<file path="src/rtl/epc_rx_pkg.sv">
// Shared constants and state encoding for the Gen2 PC+EPC+CRC-16 receive path.
package epc_rx_pkg;
   localparam logic [15:0] CRC16_PRESET  = 16'hFFFF;
   localparam logic [15:0] CRC16_POLY    = 16'h1021;
   localparam logic [15:0] CRC16_RESIDUE = 16'h1D0F;

   localparam int PC_LEN_HI = 15;
   localparam int PC_LEN_LO = 11;

   typedef enum logic [2:0] {
      ST_IDLE,
      ST_PC,
      ST_EPC,
      ST_CRC,
      ST_FIN
   } state_t;
endpackage

</file>
<file path="src/rtl/crc16_ser.sv">
// Bit-serial CRC-16 (x^16+x^12+x^5+1), MSB first; init presets, en advances one bit.
module crc16_ser
   import epc_rx_pkg::*;
(
   input  logic        epcclk,
   input  logic        reset,
   input  logic        init,
   input  logic        en,
   input  logic        din,
   output logic [15:0] crc
);
   logic [15:0] crc_next;

   assign crc_next = {crc[14:0], 1'b0} ^ ((crc[15] ^ din) ? CRC16_POLY : 16'h0000);

   always_ff @(posedge epcclk) begin
      if (reset || init) begin
         crc <= CRC16_PRESET;
      end else if (en) begin
         crc <= crc_next;
      end
   end
endmodule

</file>
<file path="src/rtl/epc_rx.sv">
// Serial receiver for a Gen2 PC+EPC+CRC-16 reply; captures PC, length-driven EPC, checks CRC.
module epc_rx
   import epc_rx_pkg::*;
#(
   parameter int MAXWORDS = 6
)(
   input  logic                    epcclk,
   input  logic                    reset,
   input  logic                    start,
   input  logic                    bitin,
   input  logic                    bitvalid,
   output logic                    busy,
   output logic                    done,
   output logic                    crcok,
   output logic                    lenerr,
   output logic [15:0]             pc,
   output logic [MAXWORDS*16-1:0]  epc,
   output logic [4:0]              epcwords
);
   localparam int          EW     = MAXWORDS * 16;
   localparam logic [5:0]  MAXLEN = 6'(MAXWORDS);

   state_t      state, state_nxt;
   logic [6:0]  cnt, cnt_nxt;
   logic        take, pc_last, epc_last, crc_last, crc_chk;
   logic [15:0] pc_shift, crc;
   logic [4:0]  pc_len;
   logic [8:0]  epc_bits, cnt_inc;

   assign take     = bitvalid && !start &&
                     (state == ST_PC || state == ST_EPC || state == ST_CRC);
   assign pc_shift = {pc[14:0], bitin};
   assign pc_len   = pc_shift[PC_LEN_HI:PC_LEN_LO];
   // EPC length compared at 9 bits so epcwords*16 never wraps
   assign epc_bits = {epcwords, 4'b0000};
   assign cnt_inc  = {2'b00, cnt} + 9'd1;
   assign pc_last  = take && (state == ST_PC)  && (cnt == 7'd15);
   assign epc_last = take && (state == ST_EPC) && (cnt_inc == epc_bits);
   assign crc_last = take && (state == ST_CRC) && (cnt == 7'd15);

   assign busy  = (state == ST_PC) || (state == ST_EPC) || (state == ST_CRC);
   assign done  = (state == ST_FIN);
   // crc holds after the last CRC bit, so the residue is checked from the register
   assign crcok = crc_chk && (crc == CRC16_RESIDUE);

   crc16_ser u_crc (
      .epcclk (epcclk),
      .reset  (reset),
      .init   (start),
      .en     (take),
      .din    (bitin),
      .crc    (crc)
   );

   always_comb begin
      state_nxt = state;
      cnt_nxt   = take ? cnt + 7'd1 : cnt;
      case (state)
         ST_PC: begin
            if (pc_last) begin
               cnt_nxt = 7'd0;
               if ({1'b0, pc_len} > MAXLEN) state_nxt = ST_FIN;
               else if (pc_len == 5'd0)     state_nxt = ST_CRC;
               else                         state_nxt = ST_EPC;
            end
         end
         ST_EPC: begin
            if (epc_last) begin
               cnt_nxt   = 7'd0;
               state_nxt = ST_CRC;
            end
         end
         ST_CRC: begin
            if (crc_last) begin
               cnt_nxt   = 7'd0;
               state_nxt = ST_FIN;
            end
         end
         ST_FIN:  state_nxt = ST_IDLE;
         default: state_nxt = state;
      endcase
      if (start) begin
         state_nxt = ST_PC;
         cnt_nxt   = 7'd0;
      end
   end

   always_ff @(posedge epcclk) begin
      if (reset) begin
         state    <= ST_IDLE;
         cnt      <= 7'd0;
         pc       <= 16'd0;
         epc      <= '0;
         epcwords <= 5'd0;
         lenerr   <= 1'b0;
         crc_chk  <= 1'b0;
      end else begin
         state <= state_nxt;
         cnt   <= cnt_nxt;
         if (start) begin
            pc       <= 16'd0;
            epc      <= '0;
            epcwords <= 5'd0;
            lenerr   <= 1'b0;
            crc_chk  <= 1'b0;
         end else if (take) begin
            if (state == ST_PC) begin
               pc <= pc_shift;
               if (pc_last) begin
                  epcwords <= pc_len;
                  lenerr   <= ({1'b0, pc_len} > MAXLEN);
               end
            end
            if (state == ST_EPC) epc <= {epc[EW-2:0], bitin};
            if (crc_last)        crc_chk <= 1'b1;
         end
      end
   end
endmodule

</file>
<file path="config.mk">
export PLATFORM = sky130hd
export DESIGN_NAME = epc_rx
export DESIGN_NICKNAME = d
export VERILOG_FILES = /design/src/rtl/epc_rx_pkg.sv /design/src/rtl/crc16_ser.sv /design/src/rtl/epc_rx.sv
export SDC_FILE = /design/constraint.sdc
export NUM_CORES = 1
export LEC_CHECK = 0
export BUFFER_PORTS_ARGS = -buffer_cell sky130_fd_sc_hd__buf_2
export CORE_MARGIN = 8
export CORE_UTILIZATION = 45
export CTS_CLUSTER_DIAMETER = 150
export DETAILED_ROUTE_END_ITERATION = 8
export HOLD_SLACK_MARGIN = 0.08
export PLACE_DENSITY = 0.68
export SLEW_MARGIN = 30
export SYNTH_ARGS = -nofsm -noshare
export SYNTH_HDL_FRONTEND = slang
export SYNTH_SLANG_ARGS = --single-unit
</file>
<file path="constraint.sdc">
create_clock -name epcclk -period 2.5 [get_ports epcclk]
set_input_delay 0.375 -clock epcclk [delete_from_list [all_inputs] [get_ports epcclk]]
set_output_delay 0.375 -clock epcclk [all_outputs]
set_load 0.01 [all_outputs]
</file>
==> results.json, run 1 <==
{
  "status": "finished clean",
  "yosysSeqAreaShare_pct": 52.82,
  "final_hold_viol_count": 0,
  "cts_hold_buf": 0,
  "rsz0062_at_grt": "no",
  "worstPathRequired_ns": 2.78,
  "rows": 40,
  "fillCellCount": 1107,
  "maxSlewHeadroom_pct": 45.68,
  "drt_wl_total_um": 14080,
  "clkSinkCount": 145,
  "vias_per_cell": 5.303,
  "max_clock_freq_ghz": 0.4308,
  "diodes": 0,
  "setup_violations": 0,
  "routabilityCongestion": 0.8530,
  "critPathLaunchType": "flop",
  "hold_path_class": "in2reg",
  "pwr-share-seq_pct": 49.1,
  "r2r-start": "cnt[0]",
  "core_um2": 11960,
  "clock_latency_ns": 0.42,
  "grt-ovfl-total": 0,
  "period_share_pct": 92.84,
  "fin_nets": 808,
  "clkSlewWorstSetupHoldPaths_ns": 0.05,
  "period_minus_slack_ns": 2.321,
  "cts_resized": 0,
  "hold_path_depth": 2,
  "antenna_left": 0,
  "dpl.hpwl_um": 9527,
  "worst-setup-path-type": "reg2reg",
  "cp.arrival_ns": 2.60,
  "postPlaceCellArea_um2": 6233,
  "cts_setup_buffers": 0,
  "grt_pass1_wl_um": 23050,
  "whs_endpoint": "state[0]",
  "cts_buffers": 17,
  "async_flop_share_pct": 0,
  "io_buffer_count": 125,
  "synth.distinct_cells": 51,
  "antenna_found_initial": 0,
  "powerDensity_nw_per_um2": 700.3,
  "synth_warnings": 0,
  "dr.pass1.iters": 5,
  "crit_path_end_kind": "flop",
  "grt_pass1_vias": 4700,
  "max_cap_violations": 0,
  "clock_path_buffers": 2,
  "fp.dieW_um": 126.5,
  "dr_total_vias": 5086,
  "p_sw_w": 0.0009531,
  "avgSynthCellArea_um2": 7.907,
  "netlist_area_um2": 5495,
  "synthFlopType": "dfxtp_1",
  "htree_levels": 4,
  "drive_gt1_share_pct": 21.31,
  "reg2regPathDepth": 7,
  "reg2reg_to": "cnt[6]",
  "internal-power_w": 0.003786,
  "tns_ns": 0,
  "swShare_pct": 20.11,
  "io_pins": 126,
  "ys_ff_latch": 145,
  "cts-root-buf": "clkbuf_16",
  "start_util_pct": 45.94,
  "area_growth_pct": 23.13,
  "finalMaxSlewViolations": 0,
  "synth_fp_nets": 701,
  "p_comb_share_pct": 2.1,
  "worst_pin_slew_ns": 0.8086,
  "final_common_cell": "nand2_1",
  "reg2reg_slack_ns": 0.18,
  "routedWlPerCell_um": 14.68,
  "drtIter0Drc": 508,
  "crit_fanout": 8,
  "dieArea_um2": 16000,
  "hold_start": "reset",
  "fin_skew_ns": 0.005641,
  "synthesis.instances": 695,
  "stdcell_area_um2": 6766,
  "peakVddDrop_mv": 0.4829,
  "drc_errors": 0,
  "grt_use_total_pct": 17.49,
  "synth_edf_count": 0,
  "final_cell_mix": "nand2_1, dfxtp_1, buf_2",
  "grt_max_degree": 77,
  "power.leakage_nw": 2.698,
  "cts_tree": "yes",
  "die_h_um": 126.5,
  "p_clk_share_pct": 48.9
}
[cell type report]
class | instances | area, um^2 | area share (%)
tap | 147 | 183.9 | 2.718
sequential | 145 | 2903 | 42.90
clock inverter | 7 | 88.84 | 1.313
multi-input combinational | 501 | 2406 | 35.56
timing repair buffer | 137 | 740.7 | 10.95
clock buffer | 22 | 444.2 | 6.564
[flip-flops by register name, indices dropped and copies added (netlist names)]
| register | count |
|---|---|
| crc_chk | 1 |
| u_crc.crc | 16 |
| state | 3 |
| epc | 96 |
| lenerr | 1 |
| cnt | 7 |
| pc | 16 |
| epcwords | 5 |
[per-layer routing]
metal / global-route usage [%] / share of wire (%)
met1: 20.45 / 42
met3: 6.619 / 6.6
met4: 7.714 / 1.9
met5: 0 / 0
met2: 28.05 / 49
[worst max-delay path by stage]
stage / startpoint / endpoint / slack [ns] / depth (start not counted)
global placement: cnt[0] / cnt[4] / 0.32 / 7
floorplan: cnt[0] / cnt[4] / 0.45 / 7
CTS: cnt[0] / cnt[4] / 0.19 / 7
finish: cnt[0] / cnt[6] / 0.18 / 7
global route: cnt[0] / cnt[6] / 0.04 / 7
detailed placement: cnt[0] / cnt[4] / 0.19 / 7
[power by group through the flow]
stage | sequential [W] | combinational [W] | clock [W]
2_1_floorplan | 0.00237 | 0.0000690 | 0
3_3_place_gp | 0.00237 | 0.0000948 | 0
3_5_place_dp | 0.00237 | 0.0000977 | 0
4_1_cts | 0.00232 | 0.0000982 | 0.00237
5_1_grt | 0.00232 | 0.000108 | 0.00248
6_report | 0.00232 | 0.0000986 | 0.00232
[cell families (layout without fill, tap and decap cells)]
logic type	count (synthesis)	after routing	synth area share, %
AOI/OAI and AO/OA	148	148	15.44
xor gates and xnor gates	4	4	0.6376
adders and majority gates	1	1	0.2277
buffers and inverters	49	166	3.552
DFF	145	145	52.82
muxes	4	4	0.7514
and+or+nand+nor	344	344	26.57
[worst max-delay path, cell delays in order (launching register included)]
cell and delay (ns):
dfxtp_1 0.43, ha_1 0.26, nand3_2 0.17, or3b_4 0.46
a2111oi_4 0.36, o2111ai_2 0.26, nand4_1 0.17, o41ai_1 0.08
[through the flow]
stage | hold slack, ns | total power, W | util [%] | std cells | worst slack (ns)
final | 0.1628 | 0.004739 | 56.57 | 959 | 0.1790
after global routing | 0.1481 | 0.004915 | 56.57 | 959 | 0.04018
after CTS | 0.1477 | 0.004796 | 56.57 | 959 | 0.1915
after detailed placement | 0.4496 | 0.002472 | 52.11 | 930 | 0.1863
after global placement | 0.4409 | 0.002468 | 52.11 | 930 | 0.3154
after floorplan | 0.4396 | 0.002441 | - | 695 | 0.4547
[cells in the mapped netlist (all sizes together) (3+ instances only)]
cell type	n	area, um^2
clkbuf	41	153.9
nor2b	4	25.02
a21oi	120	604.3
and4	3	26.28
buf	8	41.29
a21o	3	22.52
xor2	3	26.28
nor3	4	20.02
o211ai	4	30.03
nor2	15	56.30
o2111ai	3	32.53
nor4	4	31.28
nand3	25	130.1
mux2i	3	30.03
and2	3	18.77
o21ai	4	20.01
nand2	265	997.2
nor3b	3	27.52
dfxtp	145	2903
a22oi	5	37.54
or3	5	31.28
Note: power is estimated with default switching activity, not from simulation.
==> run 2: changes to the inputs <==
Settings changed: CORE_MARGIN 8 to 2, REMOVE_ABC_BUFFERS set to 1.
==> results.json, run 2 (synthesis gave the netlist of run 1 again) <==
{
  "final_common_cell": "nand2_1",
  "grt_use_total_pct": 19.84,
  "worst_pin_slew_ns": 0.7293,
  "worst-setup-path-type": "reg2reg",
  "cts_resized": 0,
  "clkSlewWorstSetupHoldPaths_ns": 0.06,
  "setup_violations": 0,
  "final_core_util_pct": 57.00,
  "io_buffer_count": 125,
  "rows": 40,
  "cts-root-buf": "clkbuf_16",
  "period_share_pct": 91.60,
  "clkSinkCount": 145,
  "max_stage_delay_ns": 0.46,
  "die_h_um": 114.5,
  "dr.pass1.iters": 5,
  "hold_path_class": "in2reg",
  "cts_hold_buf": 0,
  "reg2reg_slack_ns": 0.21,
  "cts_buffers": 17,
  "crit_buf_inv": 0,
  "fillCellCount": 1114,
  "powerDensity_nw_per_um2": 716.3,
  "p_total_w": 0.004884,
  "dpl.hpwl_um": 8337,
  "maxSlewHeadroom_pct": 51.38,
  "routedWlPerCell_um": 13.40,
  "timing.critical_path.cells": "ha_1 -> nand3_2 -> or3b_4 -> a2111oi_4 -> o2111ai_2 -> o2111ai_1 -> o21ai_1",
  "fin_skew_ns": 0.005989,
  "drtIter0Drc": 397,
  "period_minus_slack_ns": 2.290,
  "cts_tree": "yes",
  "max_clock_freq_ghz": 0.4367,
  "dieArea_um2": 13110,
  "status": "finished clean",
  "worstPathRequired_ns": 2.79,
  "drive_gt1_share_pct": 21.92,
  "final_hold_viol_count": 0,
  "whs_ns": 0.1579,
  "peakVddDrop_mv": 0.3278,
  "cp.arrival_ns": 2.58,
  "rsz0062_at_grt": "no",
  "cts_setup_buffers": 0,
  "fin_nets": 807,
  "antenna_left": 0,
  "clock_path_buffers": 2,
  "r2r-start": "cnt[0]",
  "largest_reg_flops": 96,
  "reg2reg_to": "cnt[4]",
  "antenna_found_initial": 0,
  "io_pins": 126,
  "max_cap_violations": 0,
  "reg2regPathDepth": 7,
  "largest-register": "epc",
  "crit_path_top_delay_cell": "or3b_4",
  "start_util_pct": 45.94,
  "grt_max_degree": 97,
  "largestRegisters": "epc: 96 flops, pc: 16 flops, u_crc.crc: 16 flops",
  "dr_total_vias": 5002,
  "power.leakage_nw": 2.711,
  "crit_fanout": 8,
  "hold_path_depth": 2,
  "htree_levels": 4,
  "diodes": 0,
  "whs_endpoint": "state[0]",
  "clock_latency_ns": 0.41,
  "vias_per_cell": 5.216,
  "routabilityCongestion": 0.8389,
  "finalMaxSlewViolations": 0,
  "grt-ovfl-total": 0,
  "critPathLaunchType": "flop",
  "area_growth_pct": 24.07,
  "hold_start": "reset",
  "grt_pass1_vias": 4415,
  "final_cell_mix": "nand2_1, dfxtp_1, buf_2",
  "cp_top_family": "compound AO/OA/AOI/OAI gates",
  "crit_path_end_kind": "flop",
  "drc_errors": 0,
  "core_um2": 11960,
  "drt_wl_total_um": 12850,
  "fp.dieW_um": 114.5,
  "grt_pass1_wl_um": 20890
}
[run 2: worst register-to-register path, delay by kind of cell, from the launching register on]
family | cells | cell delay, ns
adders and majority gates | 1 | 0.25
DFF | 1 | 0.44
and+or+nand+nor | 2 | 0.63
AOI/OAI and AO/OA | 4 | 0.86
[run 2: metrics by stage]
| step | instances | area [um^2] | worst slack, ns | setup TNS (ns) |
|---|---|---|---|---|
| 2_1_floorplan | 646 | 5300 | -0.3043 | -29.66 |
| 3_3_place_gp | 928 | 6211 | 0.3539 | 0 |
| 3_5_place_dp | 928 | 6211 | 0.2340 | 0 |
| 4_1_cts | 958 | 6790 | 0.2101 | 0 |
| 5_1_grt | 959 | 6818 | 0.07478 | 0 |
| 6_report | 959 | 6818 | 0.2101 | 0 |
[run 2: per-layer routing]
metal | vias to the layer above | track usage (%) | wire length (um)
li1 | 2535 | - | -
met1 | 2307 | 25.60 | 5848
met2 | 135 | 30.81 | 5857
met3 | 25 | 5.717 | 820
met4 | 0 | 8.943 | 324
met5 | - | 0 | 0
[run 2: cell type report]
cell class / count / area [um^2] / share of cell area [%]
clock buffers: 21 / 470.5 / 6.900
multi-input cells: 501 / 2411 / 35.36
repair buffers: 136 / 740.7 / 10.86
well taps: 147 / 183.9 / 2.698
flip-flops and latches: 145 / 2903 / 42.58
clock inverters: 9 / 108.9 / 1.597
[run 2: worst max-delay path by stage]
stage | from | end | slack [ns] | cells after the start
after floorplan | state[1] | epc[0] | -0.30 | 4
after global placement | cnt[0] | cnt[4] | 0.35 | 7
after detailed placement | cnt[0] | cnt[4] | 0.23 | 7
after CTS | u_crc.crc[6] | crcok | 0.21 | 5
after global routing | cnt[0] | cnt[4] | 0.07 | 7
final | cnt[0] | cnt[4] | 0.21 | 7
[run 2: report_power, final]
group / leakage (nW) / switching, W / internal [W] / total (W)
registers: 1.17 / 0.00000625 / 0.00232 / 0.00232
logic: 1.27 / 0.0000721 / 0.0000237 / 0.0000957
clock network: 0.273 / 0.000931 / 0.00153 / 0.00246
total: 2.71 / 0.00101 / 0.00387 / 0.00488
